**config.mk**
```make
export PLATFORM = sky130hd
export DESIGN_NAME = bin2bcd_seq
export DESIGN_NICKNAME = d
export VERILOG_FILES = /design/src/rtl/bin2bcd_seq.sv
export SDC_FILE = /design/constraint.sdc
export NUM_CORES = 1
export LEC_CHECK = 0
export ABC_AREA = 0
export CAP_MARGIN = 20
export CORE_UTILIZATION = 49
export DETAILED_ROUTE_END_ITERATION = 7
export HOLD_SLACK_MARGIN = 0.08
export MAX_ROUTING_LAYER = met4
export PLACE_DENSITY = 0.81
export RECOVER_POWER = 25
export SLEW_MARGIN = 10
export SYNTH_ARGS = -nofsm -noshare
export SYNTH_HDL_FRONTEND = slang
export SYNTH_HIERARCHICAL = 1
export SYNTH_SLANG_ARGS = --single-unit
export TNS_END_PERCENT = 5
```
**constraint.sdc**
```tcl
create_clock -name clk -period 1.5 [get_ports clk]
set_input_delay 0.45 -clock clk [delete_from_list [all_inputs] [get_ports clk]]
set_output_delay 0.45 -clock clk [all_outputs]
set_load 0.005 [all_outputs]
```
**src/rtl/bin2bcd_seq.sv**
```systemverilog
// Sequential binary-to-BCD converter (double dabble, one bit per clock) with saturation at 9999.
// Optional leading-zero blanking of the upper three digits: define BIN2BCD_BLANK_EN.

module bin2bcd_nib (
  input  logic [3:0] d_i,
  output logic [3:0] q_o
);
  assign q_o = (d_i >= 4'd5) ? d_i + 4'd3 : d_i;
endmodule

module bin2bcd_seq #(
  parameter int WIDTH = 14
) (
  input  logic             clk,
  input  logic             rst_n,
  input  logic             in_valid,
  output logic             in_ready,
  input  logic [WIDTH-1:0] in_bin,
  output logic             out_valid,
  output logic [15:0]      bcd,
  output logic             overflow
);
  localparam int CW = $clog2(WIDTH + 1);
  // Only reachable when WIDTH can represent values above 9999.
  localparam logic [WIDTH-1:0] MAXV = WIDTH'(9999);

  typedef enum logic {IDLE, SHIFT} state_t;

  state_t            state_q, state_d;
  logic [WIDTH-1:0]  bin_q, bin_d;
  logic [15:0]       scr_q, scr_d;
  logic [CW-1:0]     cnt_q, cnt_d;
  logic              ovfp_q, ovfp_d;
  logic [15:0]       bcd_q, bcd_d;
  logic              ovf_q, ovf_d;
  logic              ov_q, ov_d;

  logic [15:0]       adj;
  logic [15:0]       raw, fin;
  logic [WIDTH+15:0] sh;
  logic              big;

  for (genvar n = 0; n < 4; n++) begin : g_nib
    bin2bcd_nib u_nib (.d_i(scr_q[4*n+:4]), .q_o(adj[4*n+:4]));
  end

  assign sh  = {adj, bin_q} << 1;
  assign raw = sh[WIDTH+15:WIDTH];
  assign big = 32'(in_bin) > 32'd9999;

`ifdef BIN2BCD_BLANK_EN
  always_comb begin
    fin = raw;
    if (raw[15:12] == 4'd0) begin
      fin[15:12] = 4'hF;
      if (raw[11:8] == 4'd0) begin
        fin[11:8] = 4'hF;
        if (raw[7:4] == 4'd0) fin[7:4] = 4'hF;
      end
    end
  end
`else
  assign fin = raw;
`endif

  always_comb begin
    state_d = state_q;
    bin_d   = bin_q;
    scr_d   = scr_q;
    cnt_d   = cnt_q;
    ovfp_d  = ovfp_q;
    bcd_d   = bcd_q;
    ovf_d   = ovf_q;
    ov_d    = 1'b0;
    case (state_q)
      IDLE: begin
        if (in_valid) begin
          bin_d   = big ? MAXV : in_bin;
          scr_d   = 16'h0000;
          ovfp_d  = big;
          cnt_d   = CW'(WIDTH);
          state_d = SHIFT;
        end
      end
      SHIFT: begin
        scr_d = raw;
        bin_d = sh[WIDTH-1:0];
        cnt_d = cnt_q - CW'(1);
        if (cnt_q == CW'(1)) begin
          bcd_d   = fin;
          ovf_d   = ovfp_q;
          ov_d    = 1'b1;
          state_d = IDLE;
        end
      end
      default: state_d = IDLE;
    endcase
  end

  always_ff @(posedge clk or negedge rst_n) begin
    if (!rst_n) begin
      state_q <= IDLE;
      bin_q   <= '0;
      scr_q   <= 16'h0000;
      cnt_q   <= '0;
      ovfp_q  <= 1'b0;
      bcd_q   <= 16'h0000;
      ovf_q   <= 1'b0;
      ov_q    <= 1'b0;
    end else begin
      state_q <= state_d;
      bin_q   <= bin_d;
      scr_q   <= scr_d;
      cnt_q   <= cnt_d;
      ovfp_q  <= ovfp_d;
      bcd_q   <= bcd_d;
      ovf_q   <= ovf_d;
      ov_q    <= ov_d;
    end
  end

  assign in_ready  = (state_q == IDLE);
  assign out_valid = ov_q;
  assign bcd       = bcd_q;
  assign overflow  = ovf_q;
endmodule
```
# Word level (Yosys, flattened, before mapping)
# Cells that the tools add are included.
[classes]
n_addsub = 5
order_cmp = 5
n_eq_ne = 2
mux = 16
bitwise_logic = 1
reduce_logical = 2
[ops]
columns = ["operator", "count"]
rows = [
  ["$pmux W16 S2", 1],
  ["$mux W14", 2],
  ["$pmux W14 S2", 1],
  ["$ge A4 B3 Y1 const B", 4],
  ["$mux W16", 1],
  ["$mux W4", 4],
  ["$gt A14 B14 Y1 const B", 1],
  ["$add A4 B2 Y4 const B", 3],
  ["$pmux W4 S2", 1],
  ["$eq A4 B1 Y1 const B", 1],
  ["$mux W1", 4],
  ["$reduce_and A2 Y1", 2],
  ["$sub A4 B1 Y4 const B", 1],
  ["$add A3 B2 Y3 const B", 1],
  ["$mux W3", 1],
  ["$ne A2 B2 Y1 const B", 1],
  ["$pmux W1 S2", 1],
  ["$not A1 Y1", 1],
]
[totals]
regBits = 54
input_bits = 17
out_inout_bits = 19

# Longest topological paths before layout
# Gate-level depths: netlist of the first run.
[depth]
depth_word = 4
ltp_mapped = 6

# Modules after synthesis
# The synthesis of the first run kept the hierarchy.
[modules_own_cells]
columns = ["mod", "n_inst", "cells_each", "area_per_inst_um2", "seq_area_each_um2"]
rows = [
  ["bin2bcd_seq", 1, 172, 2250.9, 1351.3],
  ["bin2bcd_nib", 4, 16, 101.3, 0.0],
]

# Least setup slack after synthesis of the first run
# OpenSTA, ideal clock, no wires.
[synth_timing]
path_kind = "reg-to-reg"
startpoint = "reg cnt_q[1]"
endpoint = "reg bcd_q[10] (netlist: bcd[10])"
setup_ns = 0.125
t_arrival_ns = 1.467
required_time_ns = 1.375
setup_slack_ns = -0.092
stages_incl_launch_ff = 7
n_path_buf = 1
period_less_slack_ns = 1.592
cell_sequence = "dfrtp_1 -> inv_1 -> ha_1 -> nand2_1 -> nor3_4 -> buf_6 -> mux2_2"
[synth_via]
elab_chain_cells = 2
[synth_rtl]
columns = ["element", "line", "source"]
rows = [
  ["start, declared", "32", "logic [CW-1:0] cnt_q, cnt_d;"],
  ["start signal, assigned", "114", "cnt_q <= cnt_d;"],
  ["$eq A4 B1 Y1", "89", "if (cnt_q == CW'(1)) begin"],
  ["$reduce_and A2 Y1 (no line)", "--", ""],
  ["end signal, assigned", "107", "bcd_q <= 16'h0000;"],
  ["end signal, assigned", "116", "bcd_q <= bcd_d;"],
  ["end, declared", "34", "logic [15:0] bcd_q, bcd_d;"],
]
# No other way between the ends.
# A chain may end at the register's enable or synchronous reset.

# Worst setup path in the final report of the first run
[layout_timing]
startpoint = "reg cnt_q[1]"
endpoint = "reg bcd_q[14] (netlist: bcd[14])"
# The elaborated chain is that of the path after synthesis.

==> results of run 1 <==
[state kept, by name (all words and copies together), names as in the netlist]
signal / count
ovfp_q: 1
cnt_q: 4
bin_q: 14
overflow: 1
scr_q: 16
state_q: 1
out_valid: 1
bcd: 16
[where the power goes]
part           total, mW  leakage (nW)  internal [mW]  switching, mW
combinational       3.62         0.906           2.07           1.55
sequential          2.62         0.683           2.10          0.515
clock              0.929        0.0575          0.467          0.462
total               7.17          1.65           4.64           2.53
[path summary, 6_finish.rpt]
check | slack, ns | depth (start not counted) | startpoint | end
max in group asynchronous | 0.32 | 2 | rst_n | bcd[11]
min in group asynchronous | 0.46 | 2 | rst_n | bcd[5]
setup / recovery | -0.002 | 6 | cnt_q[1] | bcd[14]
setup reg to reg | -0.002 | 6 | cnt_q[1] | bcd[14]
hold / removal | 0.39 | 3 | in_bin[7] | bin_q[7]
hold reg to reg | 0.50 | 2 | bin_q[12] | bin_q[13]
[cells in the final DEF, fill, tap and decap left out, types with 4 or more instances in the layout]
master and n:
a21oi_1 9, a22o_1 16, buf_4 23, buf_6 5, clkbuf_8 8, clkdlybuf4s50_1 10, dfrtp_1 54, dlygate4sd2_1 19
ha_4 4, inv_1 7, inv_2 5, mux2_2 10, mux2_4 13, mux2i_1 9, nand2_1 19, nand2b_4 4
nand3_1 4, nor2_1 6, nor3_1 4, nor3b_1 4, o21ai_0 12, o21ai_1 6, o21ai_2 4, xnor2_1 6
[routing by layer]
metal / routed length [um] / global-route usage (%) / vias up
met4: 21 / 4.321 / 0
met1: 2521 / 25.59 / 974
li1: - / - / 939
met5: 0 / - / -
met2: 2664 / 34.62 / 34
met3: 146 / 4.101 / 2
[critical path, delay by kind of cell, from the launching register on]
kind          cells  cell delay [ns]
fa+ha+maj         1             0.13
buf+inv           2             0.27
flops             1             0.41
mux               1             0.31
simple gates      2             0.27
[area by class of cell]
| class | instances | area [um2] |
|---|---|---|
| tap | 70 | 87.58 |
| fill | 392 | 1609 |
| inverter | 12 | 45.04 |
| timing repair buffer | 64 | 543.0 |
| clock buffer | 8 | 110.1 |
| sequential | 54 | 1351 |
| multi-input combinational | 156 | 1394 |
[stage by stage]
step | cells | worst slack (ns)
after CTS | 359 | -0.002802
after floorplan | 232 | -0.09199
after global routing | 364 | -0.06055
after global placement | 349 | -0.5665
after detailed placement | 349 | -0.6617
final | 364 | -0.001882
[repair_timing]
item | in CTS | in global routing
cloned | 0 | 0
endpoints found under the setup margin | 35 | 40
pin swaps | 5 | 8
hold endpoints to repair | 0 | 0
resized for setup | 35 | 55
setup buffers | 2 | 5
==> metrics, run 1 <==
run status finished, violations left; failing checks setup timing; # rows 26; Power Dens Cells 2030 nW/um2; Chip Height 75.35 um; die area 5678 um2; Max Freq 0.6658 GHz; Slew HR 21.64%; Slew Limit Fails 0; worst path cell trace inv_2 -> ha_4 -> nand2_4 -> nor3_4 -> buf_6 -> mux2_4; # IOs 36; setup TNS -0.002099 ns; Post-DP Area 3197 um2; RSZ-0062 raised after global routing yes; post-synthesis instance area 2636 um2; Max-Cap Viols 0; Avg Vias per Cell 5.354; critical path class reg2reg; CP Launch Type flip-flop; Tcrit/Tclk final 100.1%; first-pass GRT wire length 8487 um; Synth-to-Final Area Change 33.93%; drt pass-1 iters 4; Post-Syn Instances 232; Slowest-stage cell, CP dfrtp_1; Port-buffer cells 35; Diodes inserted 0; nets@finish 320; Total Power 7.166 mW; Clock Root Buffer clkbuf_8; endpoints failing hold 0; initial antenna violation count 0; clk_skew 0.007273 ns; hold slack 0.3857 ns; DR WL/cell 14.71 um; share of post-route cells with drive strength above 1 32.99%; CORE AREA 5140 um2; CP endpoint kind flip-flop; Worst Path Required 1.69 ns; CTS tree done; via count 1949; drt drc 0; Final min period 1.502 ns; hold_buf cts 0; CTS H-Tree Depth 2; Final Wtd Congestion 0.7769; CTS clk-pin slew, worst paths 0.09 ns; Clock Tree Buf Depth 2; Final setup viols 2; post-route cell area 3531 um2; DP HPWL 3461 um; Least-Margin Pin Slew 1.175 ns; fin util 68.70%; total clock buffers created by CTS 5; vias in the first global route 1876; Hold Path Class in2reg; largest fanout on the critical path 8; largest net degree at the start of global routing 55; slowest stage delay, CP 0.41 ns; Final ANT Viol Nets 0; Worst EP arrival 1.70 ns; Initial DRC Count 137; leakage 1.646 nW; maximum VDD drop 1.020 mV; synth warn 6; GRT Overall Usage 20.45%; Clk Latency, worst-skew pair 0.31 ns; Routed Wire Length 5354 um; Syn Nets 259; Avg Cell Area, Syn 11.36 um2; Initial Utilization 51.29%; GRT overflow 0; Final WS setup -0.001882 ns; total clock sinks 54; DIE WIDTH 75.35 um
Power figures use the tool's default switching activity.
==> run 2, diff against run 1 <==
CORE_UTILIZATION = 30   (was 49)
PLACE_DENSITY = 0.62   (was 0.81)
==> metrics, run 2 (same netlist as run 1, synthesis figures left out) <==
run status finished, violations left; failing checks setup timing; hold_buf cts 0 (unchanged); Chip Height 95.74 um (+27%); Initial DRC Count 66 (-52%); most frequent cells in the layout 54 x dfrtp_1, 22 x dlygate4sd2_1, 21 x buf_4; GRT Overall Usage 12.80% (-7.6 points); Final WS setup -0.04552 ns (-0.04363 ns); nets@finish 318 (-0.63%); Slew Limit Fails 0 (unchanged); share of post-route cells with drive strength above 1 26.46% (-6.5 points); DP HPWL 3673 um (+6.1%); endpoints failing hold 0 (unchanged); worst path cell trace inv_2 -> ha_4 -> nand2_2 -> nor3_4 -> buf_6 -> mux2_4; total clock sinks 54 (unchanged); RSZ-0062 raised after global routing yes; Final Wtd Congestion 0.8011 (+3.1%); fin util 41.64% (-27 points); drt drc 0 (unchanged); Clk Latency, worst-skew pair 0.30 ns (about the same); Final setup viols 17 (+15); Final ANT Viol Nets 0 (unchanged); Synth-to-Final Area Change 31.75%; Hold Path Class in2async; CP endpoint kind flip-flop; Initial Utilization 31.61% (-20 points); Slew HR 49.80% (+28 points); total clock buffers created by CTS 5 (unchanged); initial antenna violation count 0 (unchanged); # IOs 36 (unchanged); drt pass-1 iters 4 (unchanged); CORE AREA 8341 um2 (+62%); largest net degree at the start of global routing 55 (unchanged); first-pass GRT wire length 8811 um (+3.8%); Clock Tree Buf Depth 2 (unchanged); GRT overflow 0 (unchanged); # rows 33 (+27%); CTS H-Tree Depth 2 (unchanged); Least-Margin Pin Slew 0.7530 ns (-0.4224 ns); Port-buffer cells 35 (unchanged); DIE WIDTH 95.74 um (+27%); Max-Cap Viols 0 (unchanged); DR WL/cell 13.21 um (-10%); via count 1901 (-2.5%); Slowest-stage cell, CP dfrtp_1; Clock Root Buffer clkbuf_8; Tcrit/Tclk final 103.0% (+2.9 points); maximum VDD drop 0.6119 mV (-40%); Diodes inserted 0 (unchanged); metal3 WL 166 um (+14%); cells on worst reg2reg path 6 (unchanged); die area 9166 um2 (+61%); vias in the first global route 1913 (+2.0%); Worst Path Required 1.69 ns (about the same); Worst EP arrival 1.73 ns (+0.03 ns); Max Freq 0.6470 GHz (-2.8%); leakage 1.614 nW (-2.0%); Highest Signal Layer met4; Post-DP Area 3263 um2 (+2.1%); post-route cell area 3473 um2 (-1.6%); CTS tree done; Avg Vias per Cell 4.801 (-10%); clk_skew 0.009144 ns (+0.001871 ns); metal2 WL 2451 um (-8.0%); largest fanout on the critical path 8 (unchanged); Routed Wire Length 5230 um (-2.3%); Power Dens Cells 1965 nW/um2 (-3.2%); critical path class reg2reg; CP Launch Type flip-flop; most common cell after layout, fill and taps aside dfrtp_1; CTS clk-pin slew, worst paths 0.09 ns (about the same); slowest stage delay, CP 0.40 ns (about the same); wl on met1 2555 um (+1.3%); Total Power 6.824 mW (-4.8%); Final min period 1.546 ns (+0.04363 ns)
## run 2: cell types whose count changed in the layout (fill, tap and decap cells not counted), sizes merged
cell	change
clkbuf	-4
dlygate4sd2	+3
buf	-2
bufinv	+1
clkdlybuf4s15	-1
clkdlybuf4s50	+1
dlymetal6s2s	-1
## run 2: final timing paths
check	slack, ns	from	to
worst max-delay path	-0.05	cnt_q[1]	bcd[5]
worst min register to register	0.49	bin_q[12]	bin_q[13]
min in group clk	0.49	bin_q[12]	bin_q[13]
worst min-delay path	0.31	rst_n	bin_q[5]
worst max register to register	-0.05	cnt_q[1]	bcd[5]
max in group asynchronous	0.69	rst_n	scr_q[6]
## run 2: worst max-delay path: cells and delay by family, from the launching register on
family / cells / cell delay (ns)
muxes: 1 / 0.30
and+or+nand+nor: 2 / 0.31
DFF: 1 / 0.40
adders and majority gates: 1 / 0.13
buffers and inverters: 2 / 0.28
## run 2: per-layer routing
metal	track usage, %	up-vias
met5	-	-
met4	3.358	0
met3	2.844	6
met2	20.48	33
met1	16.45	929
li1	-	933
## run 2: metrics by stage
step	hold slack, ns	setup TNS, ns	setup slack (ns)	cells
6_report	0.3070	-0.3595	-0.04552	396
5_1_grt	0.3793	-1.685	-0.1109	396
4_1_cts	0.1326	-0.5191	-0.03912	395
3_5_place_dp	0.4689	-9.251	-0.6114	387
3_3_place_gp	0.4670	-8.532	-0.5866	387
2_1_floorplan	0.1544	-1.164	-0.09199	232
## run 2: area by class of cell
| cell class | count | area [um2] |
|---|---|---|
| Fill cell | 824 | 4867 |
| Sequential cell | 54 | 1351 |
| Multi-Input combinational cell | 156 | 1299 |
| Timing Repair Buffer | 62 | 534.3 |
| Tap cell | 105 | 131.4 |
| Clock buffer | 6 | 82.58 |
| Inverter | 12 | 45.04 |
| Clock inverter | 1 | 30.03 |
## run 2: timing repair
item,CTS,global route
pin swaps,2,6
hold endpoints to repair,0,0
buffers inserted,1,1
resized for setup,30,35
setup endpoints to repair,44,32
## run 2: where the power goes
| part | internal [mW] | switching [mW] |
|---|---|---|
| registers | 2.10 | 0.478 |
| clock network | 0.535 | 0.455 |
| logic | 1.86 | 1.39 |
==> run 3, diff against run 2 <==
SETUP_SLACK_MARGIN = 0.4   (was unset)
==> metrics, run 3 (same netlist as run 1, synthesis figures left out) <==
Clk Latency, worst-skew pair 0.30 ns (about the same); clk_skew 0.007016 ns (-0.002128 ns); first-pass GRT wire length 9804 um (+11%); GRT overflow 0 (unchanged); Routed Wire Length 5888 um (+13%); initial antenna violation count 0 (unchanged); Diodes inserted 0 (unchanged); Slowest-stage cell, CP dfrtp_1; # IOs 36 (unchanged); Tcrit/Tclk final 101.0% (-2.1 points); Power Dens Cells 1977 nW/um2 (+0.63%); Hold Path Class in2reg; failing checks setup timing; Clock Tree Buf Depth 2 (unchanged); hold path start in_bin[7]; Chip Height 95.74 um (unchanged); CP top delay family flip-flops; via count 2003 (+5.4%); CTS tree done; DP HPWL 3827 um (+4.2%); worst r2r dst bcd[6]; endpoints failing hold 0 (unchanged); run status finished, violations left; Synth-to-Final Area Change 42.05%; leakage 1.737 nW (+7.7%); total clock buffers created by CTS 5 (unchanged); Port-buffer cells 35 (unchanged); die area 9166 um2 (unchanged); Least-Margin Pin Slew 0.4126 ns (-0.3405 ns); fin util 44.90% (+3.3 points); RSZ-0062 raised after global routing yes; reg2reg start scr_q[4]; Hold Crit Endpoint bin_q[7]; GRT Overall Usage 14.32% (+1.5 points); CTS clk-pin slew, worst paths 0.09 ns (about the same); hold path cells 3; CORE AREA 8341 um2 (unchanged); met2 usage 23.15% (+2.7 points); Reg2Reg Setup Slack -0.01 ns (+0.03 ns); total clock sinks 54 (unchanged); critical path class reg2reg; Initial Utilization 31.61% (unchanged); switching share of total power 36.17% (+2.1 points); Final min period 1.515 ns (-0.03099 ns); Worst Setup SP scr_q[4]; drt drc 0 (unchanged); Max-Cap Viols 0 (unchanged); largest fanout on the critical path 4 (-4); share of post-route cells with drive strength above 1 46.25% (+20 points); CP endpoint kind flip-flop; drt pass-1 iters 4 (unchanged); most frequent cells in the layout 52 x dfrtp_1, 29 x buf_4, 19 x nand2_1; worst path cell trace ha_4 -> nand2b_4 -> a21oi_4 -> mux2i_2 -> mux2_4; Initial DRC Count 69 (+4.5%); gr busiest metal met2; Layout fillers 762 (-7.5%); met1 GRT Util 18.47% (+2.0 points); Net Sw Power 2.678 mW (+15%); most common cell after layout, fill and taps aside dfrtp_1; Worst Path Required 1.75 ns (+0.06 ns); maximum VDD drop 0.5318 mV (-13%); Clock Root Buffer clkbuf_8; WP buf/inv 0 (-2); Final Wtd Congestion 0.7455 (-6.9%); combinational power share 53.8% (+6.1 points); Avg Vias per Cell 4.862 (+1.3%); vias in the first global route 2061 (+7.7%); CP Launch Type flip-flop; DR WL/cell 14.29 um (+8.2%); nets@finish 334 (+5.0%); DIE WIDTH 95.74 um (unchanged); Worst EP arrival 1.76 ns (+0.03 ns); Max Freq 0.6603 GHz (+2.0%); setup TNS -0.01452 ns (+0.3450 ns); CTS H-Tree Depth 2 (unchanged); met3 GRT Util 2.844% (unchanged); cells on worst reg2reg path 5 (-1); Final setup viols 1 (-16); Slew HR 72.49% (+23 points); largest net degree at the start of global routing 27 (-51%); Final WS setup -0.01452 ns (+0.03099 ns); # rows 33 (unchanged); Clk network pwr share 10.3% (-4.2 points); slowest stage delay, CP 0.47 ns (+0.07 ns); Final ANT Viol Nets 0 (unchanged); Pint 4.726 mW (+5.0%); Slew Limit Fails 0 (unchanged); Seq pwr share 35.9% (-1.9 points)
run 3: timing repair:
action | in CTS | in global routing
endpoints found under the hold margin | 13 | 0
resized for setup | 71 | 116
cloned | 2 | 0
endpoints found under the setup margin | 72 | 114
pin swaps | 8 | 21
hold buffers | 1 | 0
setup buffers | 8 | 6
run 3: tightest hold or removal path: cells and delay by family:
kind | cells | cell delay [ns]
compound gates | 1 | 0.06
simple gates | 1 | 0.05
buf+inv | 1 | 0.09
run 3: final cells by class:
type                            count  area [um2]  share of cell area, %
Tap cell                          105       131.4                  3.508
Clock buffer                        7       76.32                  2.038
Inverter                           12       45.04                  1.203
Multi-Input combinational cell    156        1488                  39.73
Timing Repair Buffer               78       650.6                  17.37
Sequential cell                    54        1354                  36.15
run 3: power by group through the flow:
stage	combinational [mW]	clock (mW)	sequential, mW
detailed placement	3.17	0	2.60
finish	3.98	0.766	2.66
CTS	3.35	0.801	2.58
global placement	3.08	0	2.59
global route	4.40	0.855	2.74
floorplan	2.01	0	2.54
run 3: worst max path at each step:
stage	end	slack, ns	depth (start not counted)
3_5_place_dp	bin_q[9]	-0.60	4
4_1_cts	bcd[2]	0.0004	7
6_report	bcd[6]	-0.01	5
2_1_floorplan	bcd[10]	-0.09	6
3_3_place_gp	bin_q[3]	-0.58	4
5_1_grt	bcd[6]	-0.05	5
run 3: stage by stage:
stage / hold slack (ns) / power (mW) / instance area (um2) / worst slack (ns) / cells
after floorplan: 0.1544 / 4.545 / 2639 / -0.09088 / 232
after global placement: 0.4043 / 5.665 / 3298 / -0.5754 / 388
after detailed placement: 0.4072 / 5.765 / 3298 / -0.6027 / 388
after CTS: 0.3878 / 6.739 / 3536 / 0.0003537 / 406
after global routing: 0.4009 / 8.000 / 3745 / -0.04985 / 412
final: 0.3951 / 7.404 / 3745 / -0.01452 / 412
run 3: per-layer routing:
metal / share of wire [%] / routed length (um)
met5: 0 / 0
met4: 0.97 / 57
met3: 3.3 / 195
met2: 50 / 2922
met1: 46 / 2713
